`config.mk`:
```
export PLATFORM = sky130hd
export DESIGN_NAME = dispatch8way16
export DESIGN_NICKNAME = d
export VERILOG_FILES = /design/src/rtl/dispatch8way16.sv
export SDC_FILE = /design/constraint.sdc
export NUM_CORES = 1
export LEC_CHECK = 0
export CORE_MARGIN = 2
export CORE_UTILIZATION = 40
export DETAILED_ROUTE_END_ITERATION = 8
export PLACE_DENSITY_LB_ADDON = 0.08
export SYNTH_ARGS = -nofsm -noshare
export SYNTH_HDL_FRONTEND = slang
export SYNTH_SLANG_ARGS = --single-unit
```
`constraint.sdc`:
```
create_clock -name clk -period 8.43 [get_ports clk]
set_clock_uncertainty 0.15 [all_clocks]
set_input_delay 1.686 -clock clk [delete_from_list [all_inputs] [get_ports clk]]
set_output_delay 1.686 -clock clk [all_outputs]
set_load 0.02 [all_outputs]
```
`src/rtl/dispatch8way16.sv`:
```
// Word dispatcher feeding a dmux8way16 stage: buffers one word and steers it
// to one of eight sinks, round-robin or directed, with a one-hot load strobe.
module dispatch8way16 #(
  parameter int WIDTH = 16
) (
  input  logic             clk,
  input  logic             rst_n,
  input  logic [WIDTH-1:0] in_data,
  input  logic [2:0]       in_dest,
  input  logic             in_mode,
  input  logic             in_valid,
  output logic             in_ready,
  input  logic [7:0]       chan_ready,
  output logic [2:0]       sel,
  output logic [WIDTH-1:0] out_data,
  output logic [7:0]       load,
  output logic             busy,
  output logic [15:0]      dispatch_count
);

  typedef enum logic {EMPTY, FULL} state_t;

  state_t           state;
  logic [2:0]       ptr;
  logic [2:0]       last_sel;
  logic [WIDTH-1:0] hold_data;
  logic [2:0]       hold_dest;
  logic             hold_mode;

  logic [2:0]       rr_target;
  logic [2:0]       target;
  logic             fire;
  logic             accept;
  logic             found;
  logic [2:0]       idx;

  // First ready channel scanning upward from ptr, wrapping mod 8.
  always_comb begin
    rr_target = ptr;
    found     = 1'b0;
    idx       = '0;
    for (int unsigned k = 0; k < 8; k++) begin
      idx = ptr + 3'(k);
      if (!found && chan_ready[idx]) begin
        rr_target = idx;
        found     = 1'b1;
      end
    end
  end

  always_comb begin
    target = hold_mode ? hold_dest : rr_target;
    fire   = (state == FULL) &&
             (hold_mode ? chan_ready[hold_dest] : (|chan_ready));
    load   = fire ? (8'b1 << target) : '0;
    sel    = fire ? target : last_sel;
  end

  assign out_data = hold_data;
  assign in_ready = (state == EMPTY) || fire;
  assign accept   = in_valid && in_ready;
  assign busy     = (state == FULL);

  always_ff @(posedge clk or negedge rst_n) begin
    if (!rst_n) begin
      state          <= EMPTY;
      ptr            <= '0;
      last_sel       <= '0;
      hold_data      <= '0;
      hold_dest      <= '0;
      hold_mode      <= 1'b0;
      dispatch_count <= '0;
    end else begin
      if (fire) begin
        ptr            <= target + 3'd1;
        last_sel       <= target;
        dispatch_count <= dispatch_count + 16'd1;
      end
      if (accept) begin
        hold_data <= in_data;
        hold_dest <= in_dest;
        hold_mode <= in_mode;
      end
      case (state)
        EMPTY: if (accept) state <= FULL;
        FULL:  if (fire && !accept) state <= EMPTY;
        default: state <= EMPTY;
      endcase
    end
  end

endmodule

```
Yosys cells after proc, flatten, opt, wreduce, memory -nomap -nowiden
Index checks and enable logic that the tools add are counted.

Eq/ne operators: 0. Reduce and logical (&&, ||, !) cells: 20. $mul: 0. Magnitude comparators: 9. Shift-type cells: 1. Bitwise logic cells: 1. Add/sub/neg operators: 9. Muxes and demuxes: 39. Divide/modulo/power cells: 0.

Operators with widths (number): less-than comparator 3 x 4 -> 1 bit (second input constant) (9); binary-select mux 1 bit (select 3 bit) (9); 2-to-1 mux 3 bit (9); 2-to-1 mux 1 bit (19); adder 16 x 1 -> 16 bit (second input constant) (1); adder 3 bit (second input constant) (4); logical AND 1 bit (10); logical NOT 1 bit (8); 2-to-1 mux 8 bit (1); OR reduction 8 bit (1); left shift 1 x 3 -> 8 bit (first input constant) (1); adder 3 x 1 -> 3 bit (second input constant) (2); adder 3 x 2 -> 3 bit (second input constant) (2); one-hot mux 1 bit (2 select lines) (1); logical OR 1 bit (1); NOT 1 bit (1).

Memories kept: 0. Memory bits (read-only): 0. Output and inout port bits: 45. Memory bits (writable): 0. Register bits after elaboration: 43. Input port bits: 31. Bits in latches: 0.

Logic depth before layout (Yosys ltp)
Depth after elaboration: 27. Gate-level depth with buffers: 17. Depth with buffers taken out: 13.

Worst setup path after synthesis
No wires, ideal clock.

Path type: input -> output. From: input port chan_ready[6]. To: output port load[3]. Slack: 2.601 ns. Cell stages on the path: 8. Arrival time: 3.993 ns. Path through: mux4_2 -> mux2_4 -> or2_4 -> a2111oi_4 -> or4_4 -> a31oi_2 -> nand2b_2 -> nor3_1.

Longest elaborated chain between the ends: 27.

RTL lines: from (decl) (line 13) `input logic [7:0] chan_ready,`; binary-select mux 1 bit (select 3 bit) (line 44) `if (!found && chan_ready[idx]) begin`; 2-to-1 mux 1 bit (implied by the code) (line 44); 2-to-1 mux 1 bit (line 44); logical NOT 1 bit (line 44); logical AND 1 bit (line 44); 2-to-1 mux 1 bit (line 44); logical NOT 1 bit (line 44); logical AND 1 bit (line 44); (+11 left out); logical AND 1 bit (line 44); 2-to-1 mux 1 bit (line 44); logical NOT 1 bit (line 44); logical AND 1 bit (line 44); 2-to-1 mux 3 bit (line 44); 2-to-1 mux 3 bit (line 52) `target = hold_mode ? hold_dest : rr_target;`; left shift 1 x 3 -> 8 bit (line 55) `load = fire ? (8'b1 << target) : '0;`; 2-to-1 mux 8 bit * (line 55); to (decl) (line 16) `output logic [7:0] load,`.

Mark *: on every way between the ends. The rest lies on a longest branch, timed or not. The select of a mux whose other input is x is not followed.

Final worst setup path
From: input port chan_ready[2]. To: output port load[7].

Same word-level chain as after synthesis.

==> summary.md <==
| Metric | Value |
|---|---|
| Grt peak-use layer | met2 |
| Initial antenna violation count | 0 |
| Final Util | 53.6% |
| Routed Antenna Nets | 0 |
| Total grt overflow | 0 |
| First-pass GRT wire length | 11.1 mm |
| Vias in the first global route | 2222 |
| Design Power | 1.58 mW |
| N_diodes | 0 |
| Area of the core | 0.00714 sq mm |
| DRT Wirelength | 6.76 mm |
| Number of synthesized flops with an enable pin | 0 |
| Vias | 2331 |
| Sequential-to-total area share from yosys stat | 36.9% |
| Post-synthesis register bit count | 43 |
| Crit Path Category | primary input to output pin |
| CTS tree | yes |
| Max VDD drop | 159 uV |
| Die W | 89.4 um |
| Die H | 89.4 um |
| Post-Syn Instances | 266 |
| Placement Cell Area | 0.00371 sq mm |
| Max incr delay on CP | 0.59 ns |
| Postcts setup bufs | 0 |
| Cts hold-fix bufs | 0 |
| 1st-pass router iterations | 4 |
| Synthesized area | 0.00291 sq mm |
| Worst-path fanout max | 9 |
| Post-Syn Area per Cell | 11.0 sq um |
| Most frequent cell on the critical path | clkdlybuf4s50_1 |
| Cell taking the most area after synthesis | dfrtp_1 |
| Residual DRC | 0 |
| Post-synth top area share | 36.9% |
| Tmin final | 7.02 ns |
| Final HPWL DP | 5.13 mm |
| # IOs | 76 |
| Syn-to-layout area delta | 31.2% |
| Fill count | 666 |
| Seq. cell area | 0.00108 sq mm |
| M2 GR Usage | 27.5% |
| Global Route Usage Sum | 18.0% |
| Clock Path Buffers | 2 |
| Maxcap violations | 0 |
| Critical path data arrival time | 5.18 ns |
| Clock Sinks | 43 |
| Slew @ Worst Pin | 0.960 ns |
| Final setup TNS | 0 ns |
| Reg clk slew, reported paths | 0.08 ns |
| Synth top area cells | dfrtp_1 37%, mux2_2 9.3%, mux4_2 8.5% |
| Crit-path cells | clkdlybuf4s50_1 -> mux4_2 -> mux2_4 -> or2_4 -> or3_1 -> a21oi_1 -> o31a_1 -> o21a_1 -> ha_1 -> and2_1 -> clkdlybuf4s50_1 |
| PostCTS Resize Cnt | 0 |
| Area of the die | 0.00798 sq mm |
| Fin. Hold Viols | 0 |
| Element type at the critical path end | output pin |
| Final Cell Area | 0.00382 sq mm |
| Final #Nets | 372 |
| Post-synthesis net count | 301 |
| Met1 usage | 25.1% |
| Ys Warns | 0 |
| Static Leak | 1.51 nW |
| Main synth FF type | dfrtp_1 |
| CP max-delay cell | clkdlybuf4s50_1 |
| Share of layout cells above drive strength 1 | 20.7% |
| Setup repair after global routing missed its margin | no |
| Worst skew pair latency | 0.29 ns |
| Input/output buffers | 75 |
| Count of cell types in the netlist | 65 |
| Drt via density | 5.33 |
| Largest net degree at the start of global routing | 44 |
| Met3 GRT Util | 5.54% |
| Period utilization | 83.3% |
| Max Fclk | 0.142 GHz |
| Area taken by multi-input logic gates | 0.00173 sq mm |
| Slew headroom | 36.0% |
| Most frequent cells in the layout | 74 x clkdlybuf4s50_1, 43 x dfrtp_1, 24 x mux2_2, 21 x nand2_1, 16 x nor2_1 |
| Worst Path Required | 6.59 ns |
| CTS buffer count | 5 |
| WL/cell | 15.5 um |
| Root Buffer | clkbuf_8 |
| GP Congestion | 0.894 |
| Startpoint Class | primary input |
| CTS H-Tree Depth | 2 |
| Most common cell after layout, fill and taps aside | clkdlybuf4s50_1 |
| Outcome | finished clean |
| Finish-stage setup viols | 0 |
| Final Slew Violations | 0 |
| Ys async rst share | 100% |
| PD cells | 412 mW/mm^2 |
| Placement Rows | 31 |
| Hold Path Class | register to register |
| Initial Util | 40.8% |
| DR iter-0 viols | 82 |
-- report_power, final --
group	leakage [nW]	internal, mW	total (mW)	switching [mW]
registers	0.528	0.271	0.354	0.0830
clock network	0.0581	0.0883	0.161	0.0729
logic	0.919	0.499	1.06	0.560
-- worst paths after layout --
| kind | from | slack [ns] | end | depth (start not counted) |
|---|---|---|---|---|
| max | chan_ready[2] | 1.41 | load[7] | 11 |
| min | dispatch_count[15] | 0.32 | dispatch_count[15] | 1 |
| max reg2reg | ptr[0] | 3.80 | ptr[2] | 13 |
| min reg2reg | dispatch_count[15] | 0.32 | dispatch_count[15] | 1 |
| max in group asynchronous | rst_n | 6.14 | hold_dest[2] | 1 |
| min in group asynchronous | rst_n | 1.38 | ptr[1] | 1 |
-- synth_stat cells, types with 4 or more instances --
library cell and instances:
a21oi_1 9, a2bb2oi_1 4, and3_1 5, dfrtp_1 43, ha_1 4, inv_1 8
mux2_2 24, mux2i_1 5, mux4_2 11, nand2_1 21, nand3_1 9, nor2_1 16
nor3_1 4, o21ai_0 4, o21ai_1 4, o22ai_1 4, xnor2_1 11, xor2_1 5
-- sequential cells by signal (all words and copies together), names as in the netlist --
register and flops:
last_sel 3, hold_mode 1, out_data 16, hold_dest 3, ptr 3, dispatch_count 16
busy 1
-- per-layer routing --
layer	part of all wire (%)	vias up
met1	46	1123
met4	0.77	0
met3	7.5	6
li1	-	1124
met5	0	-
met2	46	78
-- worst max-delay path, delay by kind of cell --
kind | cells | cell delay, ns
buf+inv | 2 | 1.14
mux | 2 | 0.82
simple gates | 3 | 0.75
compound gates | 3 | 0.59
fa+ha+maj | 1 | 0.19
-- cell families (layout without fill, tap and decap cells) --
family,Yosys count,after routing,share of synthesized area (%)
multiplexers,45,45,22.3
XOR/XNOR,17,17,5.37
buffers and inverters,19,91,3.56
adder cells (fa/ha/maj),4,4,1.72
AO/OA/AOI/OAI,50,50,13.2
AND/OR/NAND/NOR,88,88,16.9
flip-flops,43,43,36.9
-- cell type report --
class / count / share of cell area (%)
Multi-Input combinational cell: 204 / 45.4
Sequential cell: 43 / 28.2
Timing Repair Buffer: 75 / 19.5
Tap cell: 99 / 3.24
Clock buffer: 5 / 1.80
Clock inverter: 3 / 1.15
Inverter: 8 / 0.786
-- stage by stage --
stage	cells	worst slack, ns	hold slack [ns]
floorplan	266	2.60	0.373
global placement	429	1.41	0.309
detailed placement	429	1.41	0.310
CTS	437	1.40	0.328
global route	437	1.11	0.338
finish	437	1.41	0.323
Note: power is estimated with default switching activity, not from simulation.
